==> config.mk <==
export PLATFORM = sky130hd
export DESIGN_NAME = mux_tree_pipe
export DESIGN_NICKNAME = d
export VERILOG_FILES = /design/src/rtl/mux_tree_pipe.sv
export SDC_FILE = /design/constraint.sdc
export NUM_CORES = 1
export LEC_CHECK = 0
export CAP_MARGIN = 10
export CORE_ASPECT_RATIO = 0.5
export CORE_MARGIN = 2
export CORE_UTILIZATION = 52
export DETAILED_ROUTE_END_ITERATION = 16
export GPL_TIMING_DRIVEN = 0
export PLACE_DENSITY_LB_ADDON = 0.25
export SETUP_SLACK_MARGIN = 0.5
export SLEW_MARGIN = 10
export SYNTH_ARGS = -nofsm -noshare
export SYNTH_HDL_FRONTEND = slang
export SYNTH_SLANG_ARGS = --single-unit
==> constraint.sdc <==
create_clock -name clk -period 1.7 [get_ports clk]
set_clock_uncertainty 0.1 [all_clocks]
set_input_delay 0.17 -clock clk [delete_from_list [all_inputs] [get_ports clk]]
set_output_delay 0.17 -clock clk [all_outputs]
set_load 0.05 [all_outputs]
==> src/rtl/mux_tree_pipe.sv <==
// Pipelined NUM_IN:1 mux, radix-2 tree, one register stage per level.
// Optional MUX_SEL_RANGE_CHECK_EN: flag out-of-range sel on out_err.
// Ports: clk, rst_n (async low); in_data/in_sel/in_valid/in_ready;
//        out_data/out_valid/out_ready/out_err.
module mux_tree_pipe #(
  parameter  int NUM_IN = 64,
  parameter  int DATA_W = 8,
  localparam int SEL_W  = $clog2(NUM_IN)
) (
  input  logic                     clk,
  input  logic                     rst_n,
  input  logic [NUM_IN*DATA_W-1:0] in_data,
  input  logic [SEL_W-1:0]         in_sel,
  input  logic                     in_valid,
  output logic                     in_ready,
  output logic [DATA_W-1:0]        out_data,
  output logic                     out_valid,
  input  logic                     out_ready,
  output logic                     out_err
);

  localparam int PAD  = 1 << SEL_W;
  localparam int STOT = (SEL_W > 1) ? (SEL_W * (SEL_W - 1)) / 2 : 1;

  logic                     en;
  logic [PAD*DATA_W-1:0]    pad_data;
  // All levels' candidates packed: level l starts at PAD - (PAD >> l).
  logic [(PAD-1)*DATA_W-1:0] dq;
  // Remaining sel bits per level, triangular packing.
  logic [STOT-1:0]          sq;
  logic [SEL_W-1:0]         vq;

  assign en        = out_ready || !out_valid;
  assign in_ready  = en;
  assign out_valid = vq[SEL_W-1];
  assign out_data  = dq[(PAD-2)*DATA_W +: DATA_W];

  // Missing channels read as zero.
  always_comb begin
    pad_data = '0;
    pad_data[NUM_IN*DATA_W-1:0] = in_data;
  end

  always_ff @(posedge clk or negedge rst_n) begin
    if (!rst_n) begin
      vq <= '0;
    end else if (en) begin
      vq <= (vq << 1) | SEL_W'(in_valid);
    end
  end

`ifdef MUX_SEL_RANGE_CHECK_EN
  logic [SEL_W-1:0] eq;
  logic             err_in;

  assign err_in  = in_valid &&
                   ({1'b0, in_sel} >= (SEL_W+1)'(NUM_IN));
  assign out_err = eq[SEL_W-1];

  always_ff @(posedge clk or negedge rst_n) begin
    if (!rst_n) begin
      eq <= '0;
    end else if (en) begin
      eq <= (eq << 1) | SEL_W'(err_in);
    end
  end
`else
  assign out_err = 1'b0;
`endif

  if (SEL_W == 1) begin : g_nosel
    logic unused_sq;
    assign sq        = '0;
    assign unused_sq = ^sq;
  end

  for (genvar l = 0; l < SEL_W; l++) begin : g_lvl
    localparam int NC = PAD >> (l + 1);
    localparam int DO = PAD - (PAD >> l);
    localparam int SO = l * (SEL_W - 1) - (l * (l - 1)) / 2;

    logic [2*NC*DATA_W-1:0] d_in;
    logic [NC*DATA_W-1:0]   d_nxt;
    logic                   s_bit;

    if (l == 0) begin : g_first
      assign d_in  = pad_data;
      assign s_bit = in_sel[0];
    end else begin : g_next
      localparam int DP = PAD - (PAD >> (l - 1));
      localparam int SP = (l - 1) * (SEL_W - 1)
                        - ((l - 1) * (l - 2)) / 2;
      assign d_in  = dq[DP*DATA_W +: 2*NC*DATA_W];
      assign s_bit = sq[SP];
    end

    always_comb begin
      d_nxt = '0;
      for (int c = 0; c < NC; c++) begin
        d_nxt[c*DATA_W +: DATA_W] = s_bit
          ? d_in[(2*c+1)*DATA_W +: DATA_W]
          : d_in[(2*c)*DATA_W +: DATA_W];
      end
    end

    always_ff @(posedge clk or negedge rst_n) begin
      if (!rst_n) begin
        dq[DO*DATA_W +: NC*DATA_W] <= '0;
      end else if (en) begin
        dq[DO*DATA_W +: NC*DATA_W] <= d_nxt;
      end
    end

    // Sel bits still needed by later levels ride along.
    if (l < SEL_W - 1) begin : g_sel
      logic [SEL_W-2-l:0] s_nxt;

      if (l == 0) begin : g_s0
        assign s_nxt = in_sel[SEL_W-1:1];
      end else begin : g_sn
        localparam int SP = (l - 1) * (SEL_W - 1)
                          - ((l - 1) * (l - 2)) / 2;
        assign s_nxt = sq[SP+1 +: SEL_W-1-l];
      end

      always_ff @(posedge clk or negedge rst_n) begin
        if (!rst_n) begin
          sq[SO +: SEL_W-1-l] <= '0;
        end else if (en) begin
          sq[SO +: SEL_W-1-l] <= s_nxt;
        end
      end
    end
  end

endmodule

# [Word-level counts from Yosys, hierarchy flattened]
# Cells that the tools add are included.
[op_classes] mux=63 bitwise_logic=1 reduce_logical=2
[op_table] op="8-bit 2-to-1 mux" count=63
[op_table] op="6-bit by 1-bit bitwise OR with 6-bit output" count=1
[op_table] op="1-bit zero test" count=1
[op_table] op="1-bit logical OR" count=1
[totals] register_bits=525 in_bits=522 output_inout_bits=11 word_cells=78

# [Depth between registers and ports, before layout]
# Gate-level depths: netlist of run 1.
[depth] word_depth=2 mapped_depth=6 mapped_depth_nobuf=2

# [Worst setup path before layout of run 1]
# No wires, ideal clock.
[synth_path] kind="reg2reg" startpoint="register vq[5]" endpoint="register dq[194] (netlist: g_lvl[1].d_in[194])" setup_ns=0.125 t_arrival_ns=1.634 t_required_ns=1.475 setup_slack_ns=-0.159 stages_incl_launch_ff=7 n_path_buf=4 period_less_slack_ns=1.859 path_cell_list="dfrtp_1 nand2b_1 clkbuf_1 buf_6 buf_6 buf_6 mux2_4"
[synth_between] elab_chain_cells=2
[synth_rtl] element="start: declaration" line="31" source="logic [SEL_W-1:0] vq;"
[synth_rtl] element="start signal: assignment" line="48" source="vq <= (vq << 1) | SEL_W'(in_valid);"
[synth_rtl] element="1-bit zero test" line="33" source="assign en = out_ready || !out_valid;"
[synth_rtl] element="1-bit logical OR" line="33"
[synth_rtl] element="net in_ready" line="15" source="output logic in_ready,"
[synth_rtl] element="end signal: indexed assignment" line="110" source="dq[DO*DATA_W +: NC*DATA_W] <= d_nxt;"
[synth_rtl] element="end: declaration" line="28" source="logic [(PAD-1)*DATA_W-1:0] dq;"
# The timed path passes the listed nets, and every way through them passes these cells.
# A chain may end at the register's enable or synchronous reset.

# [Worst setup path after layout of run 1]
[layout_path] startpoint="register vq[5]" endpoint="output in_ready"
[layout_between] elab_chain_cells=2
[layout_rtl] element="1-bit zero test" line="33"
[layout_rtl] element="1-bit logical OR" line="33"
[layout_rtl] element="end: declaration" line="15"
# Every way passes these cells.

==> results of run 1 <==
through the flow:
step                      util (%)  setup slack [ns]  hold slack [ns]  cell area, um^2  cells
after floorplan                  -            0.0166           -0.226            26200   1672
after global placement        65.9            -24.69            0.341            32300   2851
after detailed placement      66.2            -0.858            0.156            32400   2855
after CTS                     71.1            -0.249           -0.443            34800   2972
after global routing          71.3            -0.298           -0.409            34900   2978
final                         71.3            -0.273           -0.472            34900   2978
metal layers:
layer  up-vias  share of wire, %  wire [um]
met5         -                 0          0
met4         0               1.4        847
met3        56               4.3       2590
met2       273                49      29400
met1      8126                46      27700
li1       7321                 -          -
worst max-delay path: stages (launching register included):
cell                       delay, ns
sky130_fd_sc_hd__dfrtp_2        0.42
sky130_fd_sc_hd__nand2b_4       0.08
sky130_fd_sc_hd__buf_8          0.13
sky130_fd_sc_hd__buf_12         0.12
sky130_fd_sc_hd__buf_12         0.12
sky130_fd_sc_hd__buf_12         0.12
sky130_fd_sc_hd__buf_12         0.14
cells by family after synthesis:
| group | after synthesis | synth area share, % |
|---|---|---|
| buffers and inverters | 116 | 3.21 |
| other | 1 | 0.0144 |
| flip-flops | 525 | 50.4 |
| AND/OR/NAND/NOR | 2 | 0.0480 |
| multiplexers | 1028 | 46.4 |
registers in the layout (all words and copies together), names as in the netlist:
name	cells
g_lvl.d_in	496
g_lvl.g_sel.s_nxt	10
out_data	8
vq	6
g_lvl.s_bit	5
layout make-up:
class / count / area, um^2 / area share, %
sequential: 525 / 13100 / 37.6
multi-input combinational: 1031 / 12200 / 34.8
timing repair buffer: 570 / 5990 / 17.1
clock buffer: 74 / 1460 / 4.18
buffer: 116 / 1280 / 3.67
tap: 649 / 812 / 2.32
clock inverter: 11 / 88.8 / 0.254
antenna: 2 / 5.00 / 0.0143
how the worst max path moves through the flow:
stage                                     to  slack, ns  depth (start not counted)
after CTS                           in_ready      -0.25                          6
after floorplan           g_lvl[1].d_in[194]       0.02                          6
after global placement                 vq[5]     -24.69                          1
after detailed placement            in_ready      -0.86                          7
final                               in_ready      -0.27                          6
after global routing                in_ready      -0.30                          6
cell usage in the layout, fill, tap and decap left out, drive strengths merged:
master / instances
dfrtp: 525
clkinvlp: 2
mux2: 1028
conb: 1
dlygate4sd2: 1
clkinv: 8
clkdlybuf4s50: 519
clkbuf: 82
bufbuf: 1
nand2b: 2
buf: 157
diode: 2
bufinv: 1
where the power goes:
part	leakage, nW	switching, W	internal (W)	total [W]
clock	0.763	0.00470	0.00605	0.0107
combinational	7.95	0.00723	0.0127	0.0199
sequential	6.11	0.00299	0.0175	0.0205
what timing repair did:
item / 4_1_cts / 5_1_grt
cloned: 8 / 2
setup buffers: 24 / 2
setup endpoints to repair: 639 / 639
resized for setup: 187 / 22
hold endpoints to repair: 97 / 96
==> insert_results.sql, run 1 <==
INSERT INTO impl_metrics (metric_group, metric, value, unit) VALUES
('timing', 'final_cycle_utilization_of_the_critical_path', '116', '%'),
('worst_setup_path', 'path_class', 'register to output pin', ''),
('worst_setup_path', 'worstSetupStartpointType', 'register', ''),
('timing', 'rsz0062_at_grt', 'yes', ''),
('logic_synthesis', 'syn_nets', '2194', ''),
('timing', 'layout_setup_ws', '-0.273', 'ns'),
('logic_synthesis', 'yosys.area.top_type_share', '50.4', '%'),
('logic_synthesis', 'yosys-top-cells-count', '890 x sky130_fd_sc_hd__mux2_2, 525 x sky130_fd_sc_hd__dfrtp_1, 138 x sky130_fd_sc_hd__mux2_4, 66 x sky130_fd_sc_hd__buf_2, 40 x sky130_fd_sc_hd__buf_6', ''),
('pwr', 'fin_total_pwr', '0.0512', 'W'),
('pwr', 'power_density', '1460', 'nW/um^2'),
('final_layout', 'number_of_nets_in_the_layout', '2812', ''),
('clock_network', 'insertion_delay', '0.57', 'ns'),
('global_routing', 'global_route.usage.total', '23.1', '%'),
('global_routing', 'grt_start_max_net_pins', '113', ''),
('logic_synthesis', 'ys_ff_latch', '525', ''),
('pwr', 'irDropWorstVdd', '868', 'uV'),
('worst_setup_path', 'crit_path_end_kind', 'output pin', ''),
('outcome', 'run_status', 'finished with violations', ''),
('drt', 'drtAntennaViolNets', '0', ''),
('worst_setup_path', 'largest_fanout_of_any_net_on_the_critical_path', '3', ''),
('worst_setup_path', 'regToRegStartpoint', 'vq[5]', ''),
('floorplanning', 'die_width', '321', 'um'),
('drt', 'total_routed_wirelength', '60.6', 'mm'),
('drt', 'post_drt_wl_per_cell', '20.3', 'um'),
('global_routing', 'gr-usage-met1', '32.3', '%'),
('timing', 'max_slew_margin_vs_limit', '50.4', '%'),
('worst_setup_path', 'regToRegEndpoint', 'g_lvl[3].d_in[58]', ''),
('pwr', 'power_leakage', '14.8', 'nW'),
('clock_network', 'max_h_tree_level', '2', ''),
('drt', 'vias_per_inst', '5.30', ''),
('outcome', 'failed_checks', 'negative hold slack, negative setup slack', ''),
('logic_synthesis', 'synthesis.area_per_instance', '15.6', 'um^2'),
('global_routing', 'overflow', '0', ''),
('drt', 'drt_first_pass_iters', '6', ''),
('logic_synthesis', 'synth_top_flop_cell', 'sky130_fd_sc_hd__dfrtp_1', ''),
('logic_synthesis', 'netlist_area', '26100', 'um^2'),
('worst_setup_path', 'worst_reg2reg_path_depth', '8', ''),
('logic_synthesis', 'synthDistinctLibCells', '9', ''),
('timing', 'fmax', '507', 'MHz'),
('placed_design', 'dp.final_hpwl', '42.8', 'mm'),
('clock_network', 'clock_tree_from_tritoncts', 'yes', ''),
('global_routing', 'top_usage_layer', 'met2', ''),
('final_layout', 'layout-drive-gt1-share', '54.5', '%'),
('drt', 'vias', '15800', ''),
('worst_setup_path', 'r2r_setup_slack', '-0.22', 'ns'),
('timing', 'finalHoldViolations', '97', ''),
('timing', 'final.hold.worst_slack', '-0.472', 'ns'),
('logic_synthesis', 'synth_edf_count', '0', ''),
('clock_network', 'clock_tree_root', 'sky130_fd_sc_hd__clkbuf_16', ''),
('worst_setup_path', 'critPathRequiredTime', '1.43', 'ns'),
('logic_synthesis', 'synthDominantAreaCellType', 'sky130_fd_sc_hd__dfrtp_1', ''),
('timing', 'worst-slew-pin-transition', '0.744', 'ns'),
('clock_network', 'number_of_cts_inserted_buffers', '46', ''),
('logic_synthesis', 'synthArstFlopShare', '100', '%'),
('floorplanning', 'std_cell_rows', '57', ''),
('drt', 'detailedRoute.firstIterationViolations', '769', ''),
('min_path', 'worstHoldPathType', 'input port to async pin', ''),
('logic_synthesis', 'synth.top_cells.by_area', 'sky130_fd_sc_hd__dfrtp_1 50%, sky130_fd_sc_hd__mux2_2 38%, sky130_fd_sc_hd__mux2_4 7.9%', ''),
('floorplanning', 'number_of_placed_i_o_pins', '533', ''),
('floorplanning', 'design.die.area', '52100', 'um^2'),
('global_routing', 'met3_demand_to_capacity_share_in_global_routing', '4.28', '%'),
('timing', 'final.setup.tns', '-63.28', 'ns'),
('placed_design', 'port_buffers', '530', ''),
('logic_synthesis', 'yosys_warnings', '0', ''),
('clock_network', 'cts.path.max_buffers', '3', ''),
('timing', 'setup_viol', '515', ''),
('global_routing', 'initial_antenna_violation_count', '2', ''),
('worst_setup_path', 'cp-startpoint', 'vq[5]', ''),
('global_routing', 'first_global_vias', '17200', ''),
('timing', 'drv_slew', '0', ''),
('global_routing', 'global_route_wire_length_before_repair', '94.6', 'mm');
Note: power is estimated with default switching activity, not from simulation.
==> inputs of run 2 (changes only) <==
Settings changed: CORE_MARGIN 2 to 3, GPL_TIMING_DRIVEN 0 to unset, SETUP_SLACK_MARGIN 0.5 to unset.
==> insert_results.sql, run 2 (synthesis gave the netlist of run 1 again) <==
INSERT INTO impl_metrics (metric_group, metric, value, unit) VALUES
('pwr', 'p_clk_share', '21.6', '%'),
('timing', 'drv_slew', '0', ''),
('global_routing', 'overflow', '0', ''),
('outcome', 'run_status', 'finished with violations', ''),
('pwr', 'power_density', '1440', 'nW/um^2'),
('timing', 'setup_viol', '0', ''),
('floorplanning', 'die_height', '164', 'um'),
('final_layout', 'fillers', '3448', ''),
('worst_setup_path', 'worst_path_most_repeated_cell', 'sky130_fd_sc_hd__mux2_2', ''),
('placed_design', 'cell_count_after_placement', '2880', ''),
('timing', 'final_cycle_utilization_of_the_critical_path', '98.9', '%'),
('pwr', 'fin_total_pwr', '0.0498', 'W'),
('final_layout', 'layout-area-overhead-vs-synth', '32.9', '%'),
('clock_network', 'clkSinkCount', '525', ''),
('drt', 'detailedRoute.firstIterationViolations', '606', ''),
('drt', 'drtAntennaViolNets', '0', ''),
('outcome', 'failed_checks', 'negative hold slack', ''),
('global_routing', 'first_global_vias', '16900', ''),
('global_routing', 'gr-usage-met1', '29.9', '%'),
('global_routing', 'met3_demand_to_capacity_share_in_global_routing', '3.16', '%'),
('worst_setup_path', 'path_class', 'register to register', ''),
('worst_setup_path', 'crit_buf_inv', '2', ''),
('global_routing', 'top_usage_layer', 'met2', ''),
('floorplanning', 'die_width', '323', 'um'),
('floorplanning', 'std_cell_rows', '57', ''),
('pwr', 'irDropWorstVdd', '695', 'uV'),
('placed_design', 'placed_cell_area', '33100', 'um^2'),
('floorplanning', 'number_of_placed_i_o_pins', '533', ''),
('clock_network', 'clock_tree_from_tritoncts', 'yes', ''),
('pwr', 'pwr-share-comb', '37.2', '%'),
('worst_setup_path', 'timing.critical_path.slowest_cell_delay', '0.44', 'ns'),
('worst_setup_path', 'worstSetupStartpointType', 'register', ''),
('timing', 'minimum_clock_period_after_layout', '1.68', 'ns'),
('pwr', 'cellInternalPower', '0.0357', 'W'),
('clock_network', 'clk_pin_slew', '0.06', 'ns'),
('drt', 'post_drt_wl_per_cell', '19.3', 'um'),
('placed_design', 'port_buffers', '531', ''),
('final_layout', 'multi_input_comb_area', '12100', 'um^2'),
('worst_setup_path', 'cp_cell_sequence', 'buf_12, buf_4, mux2_2, mux2_2', ''),
('final_layout', 'largest_register_ff_count', '496', ''),
('drt', 'vias', '15500', ''),
('global_routing', 'initial_antenna_violation_count', '0', ''),
('min_path', 'worstHoldPathType', 'input port to async pin', ''),
('final_layout', 'final_cell_count_no_fill', '2967', ''),
('placed_design', 'dp.final_hpwl', '43.1', 'mm'),
('global_routing', 'met2_usage', '36.9', '%'),
('global_routing', 'global_route_wire_length_before_repair', '90.9', 'mm'),
('timing', 'final.hold.worst_slack', '-0.0196', 'ns'),
('clock_network', 'clock_tree_root', 'sky130_fd_sc_hd__clkbuf_16', ''),
('global_routing', 'global_route.usage.total', '21.5', '%'),
('worst_setup_path', 'timing.critical_path.arrival', '2.02', 'ns'),
('clock_network', 'insertion_delay', '0.56', 'ns'),
('pwr', 'power_leakage', '14.7', 'nW'),
('drt', 'detail_route.drc_violations', '0', ''),
('floorplanning', 'initial_utilization', '53.2', '%'),
('final_layout', 'mostFrequentLayoutCell', 'sky130_fd_sc_hd__mux2_2', ''),
('pwr', 'netSwitchingFraction', '28.3', '%'),
('pwr', 'power.switching', '0.0141', 'W'),
('floorplanning', 'design.die.area', '53000', 'um^2'),
('drt', 'drt_first_pass_iters', '4', ''),
('drt', 'total_routed_wirelength', '57.2', 'mm'),
('worst_setup_path', 'critPathRequiredTime', '2.04', 'ns'),
('final_layout', 'ant_cells', '0', ''),
('final_layout', 'mostFrequentLayoutCells', '890 x sky130_fd_sc_hd__mux2_2, 521 x sky130_fd_sc_hd__dfrtp_1, 519 x sky130_fd_sc_hd__clkdlybuf4s50_1', ''),
('final_layout', 'finish.instance_area', '34700', 'um^2'),
('worst_setup_path', 'cp_top_family', 'multiplexers', ''),
('worst_setup_path', 'crit_path_end_kind', 'register', ''),
('drt', 'vias_per_inst', '5.21', ''),
('pwr', 'power.share.sequential', '41.2', '%'),
('final_layout', 'number_of_nets_in_the_layout', '2805', ''),
('global_routing', 'grt_start_max_net_pins', '86', ''),
('placed_design', 'routabilityCongestion', '0.761', ''),
('job', 'maxCapViolations', '0', ''),
('timing', 'fmax', '595', 'MHz'),
('worst_setup_path', 'critical-path-slowest-cell', 'sky130_fd_sc_hd__dfrtp_4', ''),
('floorplanning', 'floorplan.core_area', '49100', 'um^2'),
('timing', 'final.setup.tns', '0', 'ns'),
('worst_setup_path', 'largest_fanout_of_any_net_on_the_critical_path', '21', ''),
('clock_network', 'number_of_cts_inserted_buffers', '46', ''),
('clock_network', 'max_h_tree_level', '2', ''),
('clock_network', 'cts.path.max_buffers', '3', ''),
('final_layout', 'layout-drive-gt1-share', '54.5', '%'),
('final_layout', 'area.sequential', '13100', 'um^2'),
('timing', 'finalHoldViolations', '3', '');
## run 2: changes by cell type in the layout (fill, tap and decap cells not counted), moves of 13 or more
cell                     delta
sky130_fd_sc_hd__mux2_4    -13
sky130_fd_sc_hd__buf_2     -20
sky130_fd_sc_hd__buf_8     -18
sky130_fd_sc_hd__buf_12    +28
sky130_fd_sc_hd__buf_4     +72
sky130_fd_sc_hd__buf_6     -49
sky130_fd_sc_hd__mux2_2    +13
## run 2: power groups by stage
stage,Clock [W],Sequential [W],Combinational [W]
5_1_grt,0.0115,0.0212,0.0199
2_1_floorplan,0,0.0196,0.0132
3_3_place_gp,0,0.0205,0.0181
3_5_place_dp,0,0.0207,0.0185
4_1_cts,0.0110,0.0206,0.0187
6_report,0.0108,0.0205,0.0185
## run 2: layout make-up
class | instances | area share (%)
clock buffer | 74 | 4.21
timing repair buffer | 679 | 20.3
tap | 649 | 2.34
multi-input combinational | 1031 | 35.0
sequential | 525 | 37.9
clock inverter | 9 | 0.285
## run 2: metrics by stage
step,worst slack [ns],utilization (%)
floorplan,0.00647,-
global placement,-0.216,67.4
detailed placement,-0.230,67.4
CTS,-0.0189,70.7
global route,-0.000469,70.7
finish,0.0183,70.7
## run 2: final timing paths
check / startpoint / endpoint / slack [ns] / cells after the start
setup / recovery: g_lvl[1].s_bit / g_lvl[2].d_in[88] / 0.02 / 4
setup reg to reg: g_lvl[1].s_bit / g_lvl[2].d_in[88] / 0.02 / 4
max in group asynchronous: rst_n / g_lvl[2].d_in[115] / 0.69 / 3
hold / removal: rst_n / g_lvl[1].d_in[142] / -0.02 / 2
hold reg to reg: g_lvl[2].d_in[89] / g_lvl[2].d_in[89] / 0.40 / 1
min in group clk: in_sel[0] / g_lvl[1].d_in[66] / 0.11 / 4
## run 2: per-layer routing
| layer | part of all wire [%] | up-vias |
|---|---|---|
| li1 | - | 7315 |
| met2 | 50 | 221 |
| met4 | 0.92 | 0 |
| met3 | 3.4 | 46 |
| met5 | 0 | - |
| met1 | 45 | 7887 |
## run 2: timing repair
action,4_1_cts,5_1_grt
hold buffers,2,0
buffers inserted,3,1
pin swaps,0,0
setup endpoints to repair,1,45
gates resized for setup,1,4
endpoints found under the hold margin,525,0
==> inputs of run 3 (changes only) <==
Settings changed: PLACE_DENSITY set to 0.81, PLACE_DENSITY_LB_ADDON 0.25 to unset.
==> insert_results.sql, run 3 (synthesis gave the netlist of run 1 again) <==
INSERT INTO impl_metrics (metric_group, metric, value, unit) VALUES
('worst_setup_path', 'timing.critical_path.arrival', '1.40', 'ns'),
('global_routing', 'global_route_wire_length_before_repair', '90.9', 'mm'),
('drt', 'vias_per_inst', '5.21', ''),
('clock_network', 'clock_tree_root', 'sky130_fd_sc_hd__clkbuf_16', ''),
('final_layout', 'layout-area-overhead-vs-synth', '32.3', '%'),
('drt', 'vias', '15400', ''),
('final_layout', 'layout-drive-gt1-share', '54.5', '%'),
('placed_design', 'port_buffers', '531', ''),
('timing', 'setup_viol', '0', ''),
('outcome', 'run_status', 'completed', ''),
('clock_network', 'max_h_tree_level', '2', ''),
('worst_setup_path', 'path_class', 'register to output pin', ''),
('timing', 'finalHoldViolations', '0', ''),
('floorplanning', 'die_height', '164', 'um'),
('clock_network', 'clkSinkCount', '525', ''),
('worst_setup_path', 'worstSetupStartpointType', 'register', ''),
('drt', 'total_routed_wirelength', '57.9', 'mm'),
('worst_setup_path', 'worst_path_most_repeated_cell', 'sky130_fd_sc_hd__buf_12', ''),
('timing', 'final.setup.tns', '0', 'ns'),
('worst_setup_path', 'crit_path_end_kind', 'output pin', ''),
('floorplanning', 'die_width', '323', 'um'),
('clock_network', 'number_of_cts_inserted_buffers', '45', ''),
('pwr', 'power_density', '1430', 'nW/um^2'),
('drt', 'post_drt_wl_per_cell', '19.6', 'um'),
('global_routing', 'global_route.usage.total', '21.5', '%'),
('worst_setup_path', 'cp_cell_sequence', 'nand2b_4, buf_12, buf_12, buf_12', ''),
('floorplanning', 'number_of_placed_i_o_pins', '533', ''),
('clock_network', 'insertion_delay', '0.55', 'ns'),
('clock_network', 'cts.path.max_buffers', '3', ''),
('timing', 'fmax', '599', 'MHz'),
('final_layout', 'mostFrequentLayoutCell', 'sky130_fd_sc_hd__mux2_2', ''),
('worst_setup_path', 'critPathRequiredTime', '1.43', 'ns'),
('global_routing', 'overflow', '0', ''),
('timing', 'drv_slew', '0', ''),
('floorplanning', 'design.die.area', '53000', 'um^2'),
('worst_setup_path', 'crit_buf_inv', '3', ''),
('worst_setup_path', 'cp_top_family', 'flip-flops', ''),
('final_layout', 'number_of_nets_in_the_layout', '2784', ''),
('timing', 'final_cycle_utilization_of_the_critical_path', '98.3', '%'),
('min_path', 'worstHoldPathType', 'input port to async pin', ''),
('placed_design', 'cell_count_after_placement', '2853', ''),
('global_routing', 'first_global_vias', '16700', ''),
('global_routing', 'initial_antenna_violation_count', '0', ''),
('final_layout', 'mostFrequentLayoutCells', '890 x sky130_fd_sc_hd__mux2_2, 521 x sky130_fd_sc_hd__dfrtp_1, 519 x sky130_fd_sc_hd__clkdlybuf4s50_1', ''),
('pwr', 'power_leakage', '14.6', 'nW'),
('final_layout', 'ant_cells', '0', ''),
('placed_design', 'dp.final_hpwl', '43.4', 'mm'),
('global_routing', 'grt_start_max_net_pins', '71', ''),
('clock_network', 'clk_pin_slew', '0.07', 'ns'),
('worst_setup_path', 'regToRegStartpoint', 'vq[5]', ''),
('final_layout', 'final_cell_count_no_fill', '2948', ''),
('drt', 'drtAntennaViolNets', '0', ''),
('worst_setup_path', 'critical-path-slowest-cell', 'sky130_fd_sc_hd__dfrtp_2', ''),
('worst_setup_path', 'timing.critical_path.slowest_cell_delay', '0.39', 'ns'),
('floorplanning', 'std_cell_rows', '57', ''),
('timing', 'rsz0062_at_grt', 'yes', ''),
('floorplanning', 'floorplan.core_area', '49100', 'um^2'),
('worst_setup_path', 'cp-startpoint', 'vq[5]', ''),
('drt', 'detailedRoute.firstIterationViolations', '639', ''),
('job', 'maxCapViolations', '0', ''),
('clock_network', 'clock_tree_from_tritoncts', 'yes', ''),
('pwr', 'irDropWorstVdd', '1040', 'uV'),
('drt', 'detail_route.drc_violations', '0', ''),
('drt', 'drt_first_pass_iters', '4', ''),
('worst_setup_path', 'largest_fanout_of_any_net_on_the_critical_path', '2', ''),
('timing', 'minimum_clock_period_after_layout', '1.67', 'ns'),
('final_layout', 'largest_register_ff_count', '496', ''),
('floorplanning', 'initial_utilization', '53.2', '%'),
('placed_design', 'routabilityCongestion', '0.761', '');
[run 3: cell count changes in the layout (fill, tap and decap cells not counted)]
cell                         before  now
sky130_fd_sc_hd__buf_12          48   46
sky130_fd_sc_hd__buf_4          104   85
sky130_fd_sc_hd__buf_16           0    3
sky130_fd_sc_hd__buf_8            2    3
sky130_fd_sc_hd__inv_6            0    2
sky130_fd_sc_hd__clkinv_2         6   17
sky130_fd_sc_hd__buf_6            5    1
sky130_fd_sc_hd__clkbuf_16       49   48
sky130_fd_sc_hd__clkinvlp_4       0    2
sky130_fd_sc_hd__clkbuf_8        14    9
sky130_fd_sc_hd__clkbuf_1        11    4
[run 3: final timing paths]
kind,to,slack [ns],depth (start not counted)
setup / recovery,in_ready,0.03,4
hold / removal,g_lvl[1].d_in[149],0.01,2
setup reg to reg,g_lvl[2].d_in[63],0.04,5
hold reg to reg,vq[5],0.36,1
max in group asynchronous,g_lvl[1].s_bit,0.75,3
min in group clk,g_lvl[1].s_bit,0.14,2
[run 3: stage by stage]
step                      worst slack [ns]  hold slack [ns]  utilization (%)  total power [W]  cell area, um^2
after global placement              -0.211          0.00314             67.0           0.0383            32900
final                               0.0293           0.0124             70.3           0.0493            34500
after global routing               -0.0136           0.0296             70.3           0.0521            34500
after floorplan                    0.00647           -0.226                -           0.0329            26100
after CTS                         -0.00162          0.00619             70.2           0.0498            34400
after detailed placement            -0.222          0.00405             67.0           0.0390            32900
[run 3: what timing repair did]
action                                  in CTS  in global routing
hold buffers                                 1                  0
endpoints found under the hold margin      481                  0
resized for setup                            3                  3
setup buffers                                4                  5
gates cloned                                 0                  1
endpoints found under the setup margin       1                 66
[run 3: worst register-to-register path, delay by kind of cell (launching register included)]
family | cells | cell delay, ns
and+or+nand+nor | 1 | 0.10
muxes | 1 | 0.35
DFF | 1 | 0.43
buffers and inverters | 3 | 0.57
[run 3: cell type report]
cell class	count	area, um^2
flip-flops and latches	525	13100
clock inverters	24	186
clock buffers	60	1320
well taps	649	812
fillers	3334	14600
multi-input cells	1031	12100
repair buffers	659	6930
[run 3: power breakdown]
part	internal [W]	total (W)	switching (W)	leakage [nW]
registers	0.0175	0.0206	0.00306	6.11
logic	0.0119	0.0183	0.00637	7.71
clock network	0.00578	0.0105	0.00468	0.757
[run 3: metal layers]
metal	GRT usage (%)	part of all wire, %
met3	2.89	3.3
met4	3.39	1.3
met5	0	0
met2	36.6	50
met1	30.2	45
